===== config.mk =====
export PLATFORM = sky130hd
export DESIGN_NAME = idecode
export DESIGN_NICKNAME = d
export VERILOG_FILES = /design/src/rtl/idecode.sv
export SDC_FILE = /design/constraint.sdc
export NUM_CORES = 1
export LEC_CHECK = 0
export ABC_CLOCK_PERIOD_IN_PS = 3300
export BUFFER_PORTS_ARGS = -buffer_cell sky130_fd_sc_hd__clkbuf_2
export CAP_MARGIN = 20
export CORE_MARGIN = 2
export CORE_UTILIZATION = 35
export CTS_CLUSTER_SIZE = 14
export DETAILED_ROUTE_END_ITERATION = 12
export GPL_TIMING_DRIVEN = 0
export PLACE_DENSITY_LB_ADDON = 0.1
export SYNTH_ARGS = -nofsm -noshare
export SYNTH_HDL_FRONTEND = slang
export SYNTH_SLANG_ARGS = --single-unit

===== constraint.sdc =====
create_clock -name clk_i -period 3.3 [get_ports clk_i]
set_input_delay 0.165 -clock clk_i [delete_from_list [all_inputs] [get_ports clk_i]]
set_output_delay 0.165 -clock clk_i [all_outputs]
set_load 0.1 [all_outputs]

===== src/rtl/idecode.sv =====
// bexkat1 decode stage: latches fetch IR/PC, splits fields, load-use/flush control.
// Optional illegal-type trap enabled by defining BEXKAT1_ILLEGAL_TRAP_EN.
module idecode #(
  parameter logic [63:0] NOP_IR = 64'h0,
  parameter int          RSEL_W = 4
) (
  input  logic              clk_i,
  input  logic              rst_i,
  input  logic [63:0]       ir_i,
  input  logic [31:0]       pc_i,
  input  logic              flush_i,
  input  logic              stall_i,
  input  logic              ex_valid_i,
  input  logic              ex_load_i,
  input  logic [RSEL_W-1:0] ex_rd_i,
  output logic              stall_o,
  output logic              valid_o,
  output logic [31:0]       pc_o,
  output logic [3:0]        type_o,
  output logic [3:0]        op_o,
  output logic [RSEL_W-1:0] ra_o,
  output logic [RSEL_W-1:0] rb_o,
  output logic [RSEL_W-1:0] rc_o,
  output logic [31:0]       imm_o,
  output logic              long_o,
  output logic              exc_o
);

  logic [63:0] ir_q, ir_d;
  logic [31:0] pc_q, pc_d;
  logic        full_q, full_d;
  logic        hazard;
  logic        src_hit;
  logic        load_en;
  logic        illegal;

  assign type_o = ir_q[31:28];
  assign op_o   = ir_q[27:24];
  assign ra_o   = ir_q[23:20];
  assign rb_o   = ir_q[19:16];
  assign rc_o   = ir_q[15:12];
  assign long_o = ir_q[0];
  assign imm_o  = long_o ? ir_q[63:32]
                         : {{17{ir_q[15]}}, ir_q[15:1]};
  assign pc_o   = pc_q;

`ifdef BEXKAT1_ILLEGAL_TRAP_EN
  logic exc_q, exc_d;

  assign illegal = full_q && (ir_q[31:28] >= 4'hA);
  assign exc_o   = exc_q;

  always_comb begin
    exc_d = 1'b0;
    if (!flush_i && load_en && (ir_i != NOP_IR)
        && (ir_i[31:28] >= 4'hA))
      exc_d = 1'b1;
  end

  always_ff @(posedge clk_i or posedge rst_i) begin
    if (rst_i) exc_q <= 1'b0;
    else       exc_q <= exc_d;
  end
`else
  assign illegal = 1'b0;
  assign exc_o   = 1'b0;
`endif

  // rc is only a source for ALU-reg encodings
  assign src_hit = (ex_rd_i == ra_o) || (ex_rd_i == rb_o)
                || ((type_o == 4'h1) && (ex_rd_i == rc_o));

  assign hazard  = full_q && !illegal && ex_valid_i
                && ex_load_i && src_hit;
  assign load_en = !stall_i && !hazard;

  assign stall_o = stall_i | hazard;
  assign valid_o = full_q & !hazard & !flush_i & !illegal;

  always_comb begin
    ir_d   = ir_q;
    pc_d   = pc_q;
    full_d = full_q;
    if (flush_i) begin
      ir_d   = NOP_IR;
      pc_d   = pc_i;
      full_d = 1'b0;
    end else if (load_en) begin
      ir_d   = ir_i;
      pc_d   = pc_i;
      full_d = (ir_i != NOP_IR);
    end
  end

  always_ff @(posedge clk_i or posedge rst_i) begin
    if (rst_i) begin
      ir_q   <= NOP_IR;
      pc_q   <= 32'h0;
      full_q <= 1'b0;
    end else begin
      ir_q   <= ir_d;
      pc_q   <= pc_d;
      full_q <= full_d;
    end
  end

endmodule


==> out/metrics.json, run 1 <==
{
  "status": {
    "run_status": "finished clean"
  },
  "final_layout": {
    "fin_nets": 802,
    "finish.utilization_pct": 47.2,
    "layout.cells.most_common_list": "197 x clkbuf_2, 97 x dfrtp_1, 64 x nand3_1, 64 x o21ai_0, 64 x a21oi_1",
    "post_route_cells_drive_above_1_share_pct": 42.7,
    "n_antenna_cell": 0,
    "design_area_sq_um": 6530,
    "mostFrequentLayoutCell": "clkbuf_2",
    "area.growth.synth_to_final_pct": 31.9
  },
  "routing": {
    "drc": 0,
    "detail_route.wl_per_cell_microns": 16.6,
    "vias": 4413,
    "postRouteWirelength_microns": 14600,
    "drt_pre_antenna_iters": 4,
    "top_layer_used": "met4",
    "final_antenna_net_count": 0,
    "detail_route.iter0.violations": 205,
    "detailroute.wirelength.met3_microns": 784,
    "routed_wl_met2_microns": 7190,
    "wirelength_met1_microns": 6500,
    "via_density_per_instance": 5.01
  },
  "cts": {
    "h-tree-depth": 3,
    "tritoncts_clock_tree": "built",
    "cts_bufs_inserted": 9,
    "worst_setup_hold_path_clk_slew_ps": 70,
    "max-clock-path-buffers": 2,
    "cts_root_buf": "clkbuf_16",
    "worstSkewPairLatency_ps": 350,
    "cts_sinks": 97,
    "cts.repair.resized": 0
  },
  "die": {
    "floorplan.core_area_sq_um": 13800,
    "die_y_microns": 123,
    "die_area_sq_um": 15100,
    "floorplan.initialDensity_pct": 35.8,
    "core_rows": 43,
    "chipWidth_microns": 123,
    "pin_count": 194
  },
  "critical_path": {
    "critical_path.startpoint": "ir_q[0]",
    "r2r_end": "ir_q[25]",
    "regToRegSetupSlack_ps": 1090,
    "crit_path_launch_type": "flip-flop",
    "critPathMaxFanout": 10,
    "crit_type": "reg2out",
    "crit_path_end_kind": "output port",
    "data_required_time_of_the_worst_path_ps": 3130,
    "rr_startpoint": "ir_q[13]",
    "timing.critical_path.arrival_ps": 2490,
    "worstRegToRegCells": 7
  },
  "timing": {
    "timing_hold_violations_final": 0,
    "worst_slack_ps": 640,
    "timing.final.crit_period_ps": 2660,
    "final-max-slew-violation-count": 0,
    "setup_repair_after_global_routing_missed_its_margin": "no",
    "layout_worst_path_cycle_share_pct": 80.6,
    "setup-tns-final_ps": 0,
    "setup_viol": 0,
    "fin_worst_hold_slack_ps": 35.9,
    "maxSlewHeadroom_pct": 58.2,
    "worstMarginPinSlew_ps": 621,
    "clock.fmax_ghz": 0.376,
    "timing.clock.skew_ps": 7.67
  },
  "global_routing": {
    "grt_antenna_before_repair": 0,
    "grt_first_pass_wirelength_microns": 22300,
    "global_route.overflow_total": 0,
    "grt.total_usage_pct": 19.6,
    "maximum_number_of_pins_on_one_net_before_global_route_repair": 68,
    "vias_in_the_first_global_route": 4161
  },
  "pwr": {
    "power.density_cell_area_nw_per_um2": 549,
    "cellLeakagePower_uw": 0.00327,
    "vdd_ir_drop_max_uv": 250
  },
  "placement": {
    "place.port_buffers": 192,
    "post_dp_cell_area_sq_um": 6160,
    "gp_congestion": 0.814,
    "detailed_place_hpwl_microns": 11100,
    "dp_slack_ps": 1010
  },
  "yosys": {
    "synth_area_sq_um": 4950,
    "synth.avg_cell_area_sq_um": 10.1,
    "synth-seq-area-share_pct": 49.1,
    "ffs_latches_synth": 97,
    "synthesis.yosys.warnings": 0,
    "synth.distinct_cells": 30,
    "synthesis.instances": 491,
    "synth.net_count": 597
  },
  "min_path": {
    "timing.hold.worst_path_depth": 2,
    "timing.hold.worst.start": "pc_i[20]",
    "hold_path_end": "pc_o[20]",
    "hold_path.class": "in2reg"
  },
  "run": {
    "cap_violations": 0
  }
}
-- final cells by class --
class                   count  area, sq um
repair buffers            194          998
multi-input cells         326         2120
clock inverters             6          115
flip-flops and latches     97         2430
inverters                   3         13.8
fillers                  1340         7300
clock buffers              10          239
well taps                 180          225
plain buffers              65          390
-- layer usage --
| layer | track usage (%) | up-vias |
|---|---|---|
| met1 | 27.6 | 2148 |
| met3 | 4.11 | 12 |
| li1 | - | 2135 |
| met4 | 5.39 | 0 |
| met5 | 0 | - |
| met2 | 30.5 | 118 |
-- worst max path at each step --
| stage | endpoint | slack, ps | cells past startpoint |
|---|---|---|---|
| final | imm_o[29] | 640 | 6 |
| after global routing | imm_o[29] | 430 | 6 |
| after CTS | imm_o[29] | 630 | 6 |
| after detailed placement | imm_o[29] | 1010 | 6 |
| after global placement | ir_q[23] | -640 | 2 |
| after floorplan | valid_o | 3 | 5 |
-- repair_timing --
item | in CTS | in global routing
hold buffers | 1 | 0
buffers inserted | 0 | 0
hold endpoints to repair | 30 | 0
-- worst max-delay path, stage by stage, from the launching register on --
cell	delay, ps
dfrtp_1	350
clkbuf_1	320
clkbuf_1	410
buf_1	410
nand2_1	120
nand2_1	80
clkbuf_2	450
-- where the power goes --
group / switching [uW] / internal [uW]
registers: 48.6 / 1270
clock network: 462 / 764
logic: 806 / 239
-- kinds of logic after synthesis --
family	synth area share [%]
simple gates	13.5
other cells	0.0758
compound gates	14.4
flops	49.1
xor+xnor	2.12
buf+inv	8.12
mux	12.7
-- cells in the mapped netlist, drive strengths merged --
library cell,count,area share [%]
dfrtp,97,49
a21oi,65,6.8
o21ai,65,6.6
nand3,64,6.5
mux2,46,13
nand2,38,2.9
buf,36,5.6
clkbuf,29,2.3
nor4,20,2.9
xor2,12,2.1
nand4,4,0.51
inv,3,0.23
nand2b,2,0.25
nor2,2,0.15
a221oi,1,0.18
a311oi,1,0.18
a31o,1,0.18
a31oi,1,0.25
and3,1,0.13
conb,1,0.076
nor3,1,0.20
o21a,1,0.15
-- state kept, by name, summed over array words and instances (netlist names) --
| signal | cells |
|---|---|
| full_q | 1 |
| ir_q | 64 |
| pc_o | 32 |
-- through the flow --
step / std cells / total power (uW)
5_1_grt: 881 / 3740
3_3_place_gp: 863 / 2370
4_1_cts: 881 / 3620
6_report: 881 / 3590
3_5_place_dp: 864 / 2390
2_1_floorplan: 491 / 2150
No activity file was read; power rests on OpenSTA's default activity.
==> run 2: changes to the inputs <==
Settings changed: ABC_CLOCK_PERIOD_IN_PS 3300 to 2290.
Clock period 3.3 ns to 2.29 ns, I/O delays scaled along.
==> out/metrics.json, run 2 (synthesis results as in run 1) <==
{
  "status": {
    "run_status": "finished clean"
  },
  "timing": {
    "timing.clock.skew": {"value": 7.21, "unit": "ps", "change": "-0.459 ps"},
    "timing_hold_violations_final": {"value": 0, "change": "unchanged"},
    "setup_repair_after_global_routing_missed_its_margin": "no",
    "maxSlewHeadroom": {"value": 57.3, "unit": "%", "change": "-0.89 points"},
    "setup_viol": {"value": 0, "change": "unchanged"},
    "final-max-slew-violation-count": {"value": 0, "change": "unchanged"},
    "clock.fmax_ghz": 0.462,
    "worstMarginPinSlew": {"value": 635, "unit": "ps", "change": "+13.2 ps"},
    "layout_worst_path_cycle_share_pct": 94.5,
    "timing.final.crit_period_ps": 2160,
    "worst_slack": {"value": 125, "unit": "ps", "change": "-515 ps"}
  },
  "die": {
    "die_area": {"value": 15100, "unit": "sq um", "change": "unchanged"},
    "die_y": {"value": 123, "unit": "microns", "change": "unchanged"},
    "floorplan.initialDensity": {"value": 35.8, "unit": "%", "change": "unchanged"},
    "floorplan.core_area": {"value": 13800, "unit": "sq um", "change": "unchanged"},
    "pin_count": {"value": 194, "change": "unchanged"},
    "chipWidth": {"value": 123, "unit": "microns", "change": "unchanged"},
    "core_rows": {"value": 43, "change": "unchanged"}
  },
  "pwr": {
    "vdd_ir_drop_max": {"value": 412, "unit": "uV", "change": "+65%"},
    "power.density_cell_area": {"value": 735, "unit": "nW/um^2", "change": "+34%"},
    "report.power.total": {"value": 5100, "unit": "uW", "change": "+42%"},
    "cellLeakagePower": {"value": 0.00344, "unit": "uW", "change": "+5.4%"}
  },
  "global_routing": {
    "grt.total_usage": {"value": 20.1, "unit": "%", "change": "+0.49 points"},
    "grt_antenna_before_repair": {"value": 0, "change": "unchanged"},
    "global_route.overflow_total": {"value": 0, "change": "unchanged"},
    "grt_first_pass_wirelength": {"value": 23000, "unit": "microns", "change": "+3.1%"},
    "maximum_number_of_pins_on_one_net_before_global_route_repair": {"value": 31, "change": "-54%"},
    "vias_in_the_first_global_route": {"value": 4384, "change": "+5.4%"}
  },
  "critical_path": {
    "data_required_time_of_the_worst_path": {"value": 2180, "unit": "ps", "change": "-950 ps"},
    "crit_path_end_kind": "output port",
    "crit_path_launch_type": "flip-flop",
    "timing.critical_path.arrival": {"value": 2050, "unit": "ps", "change": "-440 ps"},
    "crit_type": "reg2out",
    "critical_path.n_buffers_inverters": {"value": 3, "change": "-1"},
    "crit_slowest_cell": "dfrtp_1",
    "timing.critical_path.cells": "xor2_1, nor4_2, o21a_1, buf_6, nor2_1, inv_1, buf_12",
    "crit_family": "simple AND/OR/NAND/NOR gates",
    "critPathMaxFanout": {"value": 10, "change": "unchanged"},
    "slowest_delay": {"value": 400, "unit": "ps", "change": "-50 ps"}
  },
  "final_layout": {
    "post_route_cells_drive_above_1_share": {"value": 42.6, "unit": "%", "change": "-0.068 points"},
    "fin_nets": {"value": 836, "change": "+4.2%"},
    "layout.cells.most_common_list": "183 x clkbuf_2, 96 x dfrtp_1, 64 x nand3_1, 64 x o21ai_0, 64 x a21oi_1",
    "n_antenna_cell": {"value": 0, "change": "unchanged"},
    "fill_cells": {"value": 1356, "change": "+1.2%"},
    "mostFrequentLayoutCell": "clkbuf_2",
    "regMostFlops": "ir_q",
    "area.growth.synth_to_final_pct": 40.2,
    "largest_register_ffs": {"value": 64, "change": "unchanged"}
  },
  "routing": {
    "drt_pre_antenna_iters": {"value": 4, "change": "unchanged"},
    "postRouteWirelength": {"value": 15100, "unit": "microns", "change": "+3.3%"},
    "vias": {"value": 4595, "change": "+4.1%"},
    "via_density_per_instance": {"value": 5.02, "change": "+0.26%"},
    "detail_route.wl_per_cell": {"value": 16.5, "unit": "microns", "change": "-0.58%"},
    "drc": {"value": 0, "change": "unchanged"},
    "detail_route.iter0.violations": {"value": 211, "change": "+2.9%"},
    "final_antenna_net_count": {"value": 0, "change": "unchanged"}
  },
  "cts": {
    "max-clock-path-buffers": {"value": 2, "change": "unchanged"},
    "worstSkewPairLatency": {"value": 350, "unit": "ps", "change": "about the same"},
    "cts_bufs_inserted": {"value": 9, "change": "unchanged"},
    "cts_root_buf": "clkbuf_16",
    "worst_setup_hold_path_clk_slew": {"value": 70, "unit": "ps", "change": "about the same"},
    "cts_sinks": {"value": 97, "change": "unchanged"},
    "tritoncts_clock_tree": "built",
    "h-tree-depth": {"value": 3, "change": "unchanged"}
  },
  "placement": {
    "detailed_place_hpwl": {"value": 11300, "unit": "microns", "change": "+2.2%"},
    "place.port_buffers": {"value": 192, "change": "unchanged"},
    "gp_congestion": {"value": 0.821, "change": "+0.80%"},
    "dp_slack": {"value": 10.1, "unit": "ps", "change": "-1000 ps"}
  },
  "min_path": {
    "hold_path.class": "in2reg"
  },
  "run": {
    "cap_violations": {"value": 0, "change": "unchanged"}
  }
}
[run 2: cell types whose count changed in the layout (fill, tap and decap cells not counted), sizes merged]
| cell | previous run | this run |
|---|---|---|
| dlygate4sd3 | 1 | 31 |
| buf | 37 | 48 |
| clkbuf | 231 | 227 |
| bufinv | 3 | 2 |
| clkinv | 2 | 1 |
| inv | 3 | 2 |
[run 2: metal layers]
metal	part of all wire (%)	global-route usage [%]
met1	44	27.4
met2	49	32.0
met3	5.6	5.21
met4	1.3	4.45
met5	0	0
[run 2: area by class of cell]
class                   instances  area [sq um]  share of cell area (%)
plain buffers                  63           397                    5.72
clock buffers                  13           250                    3.61
clock inverters                 3          65.1                   0.938
inverters                       3          15.0                   0.216
multi-input cells             326          2130                    30.7
flip-flops and latches         97          2430                    35.0
well taps                     180           225                    3.25
repair buffers                230          1420                    20.5
[run 2: repair_timing]
| item | in CTS | in global routing |
|---|---|---|
| gates resized for setup | 20 | 14 |
| endpoints found under the hold margin | 48 | 0 |
| hold buffers | 31 | 0 |
| setup endpoints to repair | 22 | 74 |
| buffers inserted | 2 | 2 |
| pin swaps | 2 | 5 |
[run 2: final timing paths]
check	start	endpoint	slack (ps)	cells after the start
hold reg to reg	pc_o[29]	pc_o[29]	510	1
max in group asynchronous	rst_i	ir_q[29]	1250	5
min in group asynchronous	rst_i	pc_o[8]	340	3
setup reg to reg	ir_q[23]	ir_q[61]	170	8
hold / removal	ir_i[35]	ir_q[35]	10	3
setup / recovery	ir_q[18]	stall_o	130	7
[run 2: worst reg2reg max path: stages, from the launching register on]
cell,delay [ps]
dfrtp_1,400
xor2_1,190
nor4_2,90
buf_4,140
o21ai_2,200
buf_2,310
buf_1,420
nand3_1,140
a21oi_1,150
[run 2: power breakdown]
group / switching, uW / leakage, uW / internal, uW
Combinational: 1170 / 0.00205 / 404
Clock: 638 / 0.000154 / 987
Sequential: 72.0 / 0.00124 / 1820
Total: 1880 / 0.00344 / 3220
[run 2: metrics by stage]
stage	utilization [%]	cells	cell area, sq um	TNS (ps)	hold slack [ps]
CTS	49.9	914	6900	0	0.767
floorplan	-	491	4960	-616	227
global route	50.2	915	6940	0	0.108
finish	50.2	915	6940	0	9.87
global placement	44.5	863	6150	0	348
detailed placement	44.9	866	6210	0	159
==> run 3: changes to the inputs <==
Settings changed: BUFFER_PORTS_ARGS -buffer_cell sky130_fd_sc_hd__clkbuf_2 to unset, CORE_UTILIZATION 35 to 57, DONT_BUFFER_PORTS set to 1.
==> out/metrics.json, run 3 (synthesis results as in run 1) <==
{
  "timing": {
    "timing.final.crit_period": {"value": 2300, "unit": "ps", "change": "+140 ps"},
    "timing_hold_violations_final": {"value": 0, "change": "unchanged"},
    "layout_worst_path_cycle_share": {"value": 101, "unit": "%", "change": "+6.1 points"},
    "worst_slack": {"value": -14.5, "unit": "ps", "change": "-140 ps"},
    "final-max-slew-violation-count": {"value": 0, "change": "unchanged"},
    "clock.fmax": {"value": 0.434, "unit": "GHz", "change": "-6.1%"},
    "maxSlewHeadroom": {"value": 21.6, "unit": "%", "change": "-36 points"},
    "timing.clock.skew": {"value": 12.0, "unit": "ps", "change": "+4.82 ps"},
    "setup_repair_after_global_routing_missed_its_margin": "yes",
    "fin_worst_hold_slack": {"value": 49.9, "unit": "ps", "change": "+40.0 ps"},
    "setup_viol": {"value": 2, "change": "+2"},
    "worstMarginPinSlew": {"value": 1180, "unit": "ps", "change": "+546 ps"}
  },
  "final_layout": {
    "finish.utilization": {"value": 80.6, "unit": "%", "change": "+30 points"},
    "fill_cells": {"value": 521, "change": "-62%"},
    "regMostFlops": "ir_q",
    "largest_register_ffs": {"value": 64, "change": "unchanged"},
    "final-seq-area": {"value": 2440, "unit": "sq um", "change": "+0.31%"},
    "n_antenna_cell": {"value": 0, "change": "unchanged"},
    "mostFrequentLayoutCell": "dlygate4sd3_1",
    "layout.cells.most_common_list": "98 x dlygate4sd3_1, 92 x dfrtp_1, 64 x nand3_1, 64 x o21ai_0, 64 x a21oi_1",
    "area.growth.synth_to_final_pct": 35.2,
    "fin_nets": {"value": 715, "change": "-14%"},
    "multi_input_area": {"value": 2390, "unit": "sq um", "change": "+12%"},
    "post_route_cells_drive_above_1_share": {"value": 24.8, "unit": "%", "change": "-18 points"}
  },
  "cts": {
    "cts_root_buf": "clkbuf_8",
    "cts_bufs_inserted": {"value": 9, "change": "unchanged"},
    "worst_setup_hold_path_clk_slew": {"value": 100, "unit": "ps", "change": "+30 ps"},
    "worstSkewPairLatency": {"value": 360, "unit": "ps", "change": "about the same"},
    "max-clock-path-buffers": {"value": 2, "change": "unchanged"},
    "h-tree-depth": {"value": 3, "change": "unchanged"},
    "cts_sinks": {"value": 97, "change": "unchanged"},
    "tritoncts_clock_tree": "built"
  },
  "critical_path": {
    "crit_path_launch_type": "flip-flop",
    "timing.critical_path.cells": "xor2_2, nor4_4, nor2_1, nand2_1, a311oi_4",
    "slowest_delay": {"value": 940, "unit": "ps", "change": "+540 ps"},
    "worstRegToRegCells": {"value": 6, "change": "-2"},
    "regToRegSetupSlack": {"value": 120, "unit": "ps", "change": "-50 ps"},
    "critical_path.n_buffers_inverters": {"value": 0, "change": "-3"},
    "data_required_time_of_the_worst_path": {"value": 2180, "unit": "ps", "change": "about the same"},
    "crit_slowest_cell": "a311oi_4",
    "crit_type": "reg2out",
    "crit_path_end_kind": "output port",
    "timing.critical_path.arrival": {"value": 2190, "unit": "ps", "change": "+140 ps"},
    "critPathMaxFanout": {"value": 3, "change": "-7"},
    "crit_family": "compound AO/OA/AOI/OAI gates",
    "r2r_end": "pc_o[15]",
    "rr_startpoint": "ir_q[13]"
  },
  "routing": {
    "detail_route.wl_per_cell": {"value": 20.5, "unit": "microns", "change": "+24%"},
    "drc": {"value": 0, "change": "unchanged"},
    "drt_pre_antenna_iters": {"value": 5, "change": "+1"},
    "detail_route.iter0.violations": {"value": 299, "change": "+42%"},
    "final_antenna_net_count": {"value": 0, "change": "unchanged"},
    "via_density_per_instance": {"value": 6.07, "change": "+21%"},
    "postRouteWirelength": {"value": 14700, "unit": "microns", "change": "-2.5%"},
    "vias": {"value": 4364, "change": "-5.0%"}
  },
  "die": {
    "die_area": {"value": 9440, "unit": "sq um", "change": "-37%"},
    "floorplan.core_area": {"value": 8300, "unit": "sq um", "change": "-40%"},
    "floorplan.initialDensity": {"value": 59.6, "unit": "%", "change": "+24 points"},
    "chipWidth": {"value": 97.2, "unit": "microns", "change": "-21%"},
    "pin_count": {"value": 194, "change": "unchanged"},
    "die_y": {"value": 97.2, "unit": "microns", "change": "-21%"},
    "core_rows": {"value": 33, "change": "-23%"}
  },
  "global_routing": {
    "grt.total_usage": {"value": 30.6, "unit": "%", "change": "+11 points"},
    "vias_in_the_first_global_route": {"value": 4268, "change": "-2.6%"},
    "grt_antenna_before_repair": {"value": 0, "change": "unchanged"},
    "global_route.overflow_total": {"value": 0, "change": "unchanged"},
    "maximum_number_of_pins_on_one_net_before_global_route_repair": {"value": 36, "change": "+16%"},
    "grt_first_pass_wirelength": {"value": 23100, "unit": "microns", "change": "+0.45%"}
  },
  "placement": {
    "detailed_place_hpwl": {"value": 9350, "unit": "microns", "change": "-18%"},
    "place.port_buffers": {"value": 0, "change": "-100%"},
    "gp_congestion": {"value": 0.858, "change": "+4.6%"},
    "dp_slack": {"value": -495, "unit": "ps", "change": "-505 ps"}
  },
  "run": {
    "cap_violations": {"value": 0, "change": "unchanged"}
  },
  "min_path": {
    "timing.hold.worst.start": "flush_i",
    "hold_path.class": "in2reg",
    "hold_path_end": "pc_o[30]",
    "timing.hold.worst_path_depth": {"value": 2, "change": "-1"}
  },
  "pwr": {
    "vdd_ir_drop_max": {"value": 478, "unit": "uV", "change": "+16%"},
    "power.density_cell_area": {"value": 683, "unit": "nW/um^2", "change": "-7.1%"},
    "cellLeakagePower": {"value": 0.00289, "unit": "uW", "change": "-16%"}
  },
  "status": {
    "failed_checks": "negative setup slack",
    "run_status": "finished with violations"
  }
}
==> run 3: metrics by stage <==
stage	total power [uW]	TNS [ps]	cells	cell area, sq um
2_1_floorplan	3110	-616	491	4960
3_3_place_gp	3200	-5320	596	5100
3_5_place_dp	3220	-5550	598	5150
5_1_grt	4720	-204	719	6690
4_1_cts	4560	-4.75	719	6690
6_report	4570	-16.0	719	6690
==> run 3: final cells by class <==
type                            count  share of cell area, %
Clock inverter                      6                   1.12
Tap cell                          105                   1.96
Clock buffer                       10                   1.91
Sequential cell                    97                   36.4
Timing Repair Buffer              108                   16.2
Multi-Input combinational cell    326                   35.7
Inverter                            3                  0.280
Buffer                             64                   6.43
==> run 3: per-layer routing <==
metal  vias up  global-route usage, %  wire, microns
met4         0                   7.04            281
met5         -                      0              0
li1       1963                      -              -
met3        22                   7.70           1230
met1      2166                   40.4           5790
met2       213                   51.3           7430
==> run 3: power by group <==
part / internal (uW) / switching [uW] / leakage [uW]
Sequential: 1820 / 458 / 0.00123
Clock: 524 / 639 / 0.0000994
Combinational: 372 / 762 / 0.00155
==> run 3: worst max path at each step <==
stage | start | end | slack, ps | cells after the start
after floorplan | ir_q[0] | imm_o[24] | -70 | 5
after global placement | ir_q[0] | imm_o[28] | -480 | 5
after detailed placement | ir_q[0] | imm_o[28] | -490 | 5
after CTS | ir_q[21] | valid_o | -5 | 5
after global routing | ir_q[17] | stall_o | -110 | 6
final | ir_q[20] | valid_o | -10 | 5
==> run 3: worst reg2reg max path, stage by stage, from the launching register on <==
cell and delay, ps:
dfrtp_2 440, xor2_1 170, nor4_2 390, a31oi_2 190
a21oi_4 360, buf_12 200, mux2_4 300
==> run 3: what timing repair did <==
item / CTS / global route
cloned: 0 / 0
buffers inserted: 8 / 0
endpoints found under the setup margin: 30 / 13
hold buffers: 98 / 0
pin swaps: 7 / 0
resized for setup: 67 / 6
endpoints found under the hold margin: 128 / 0
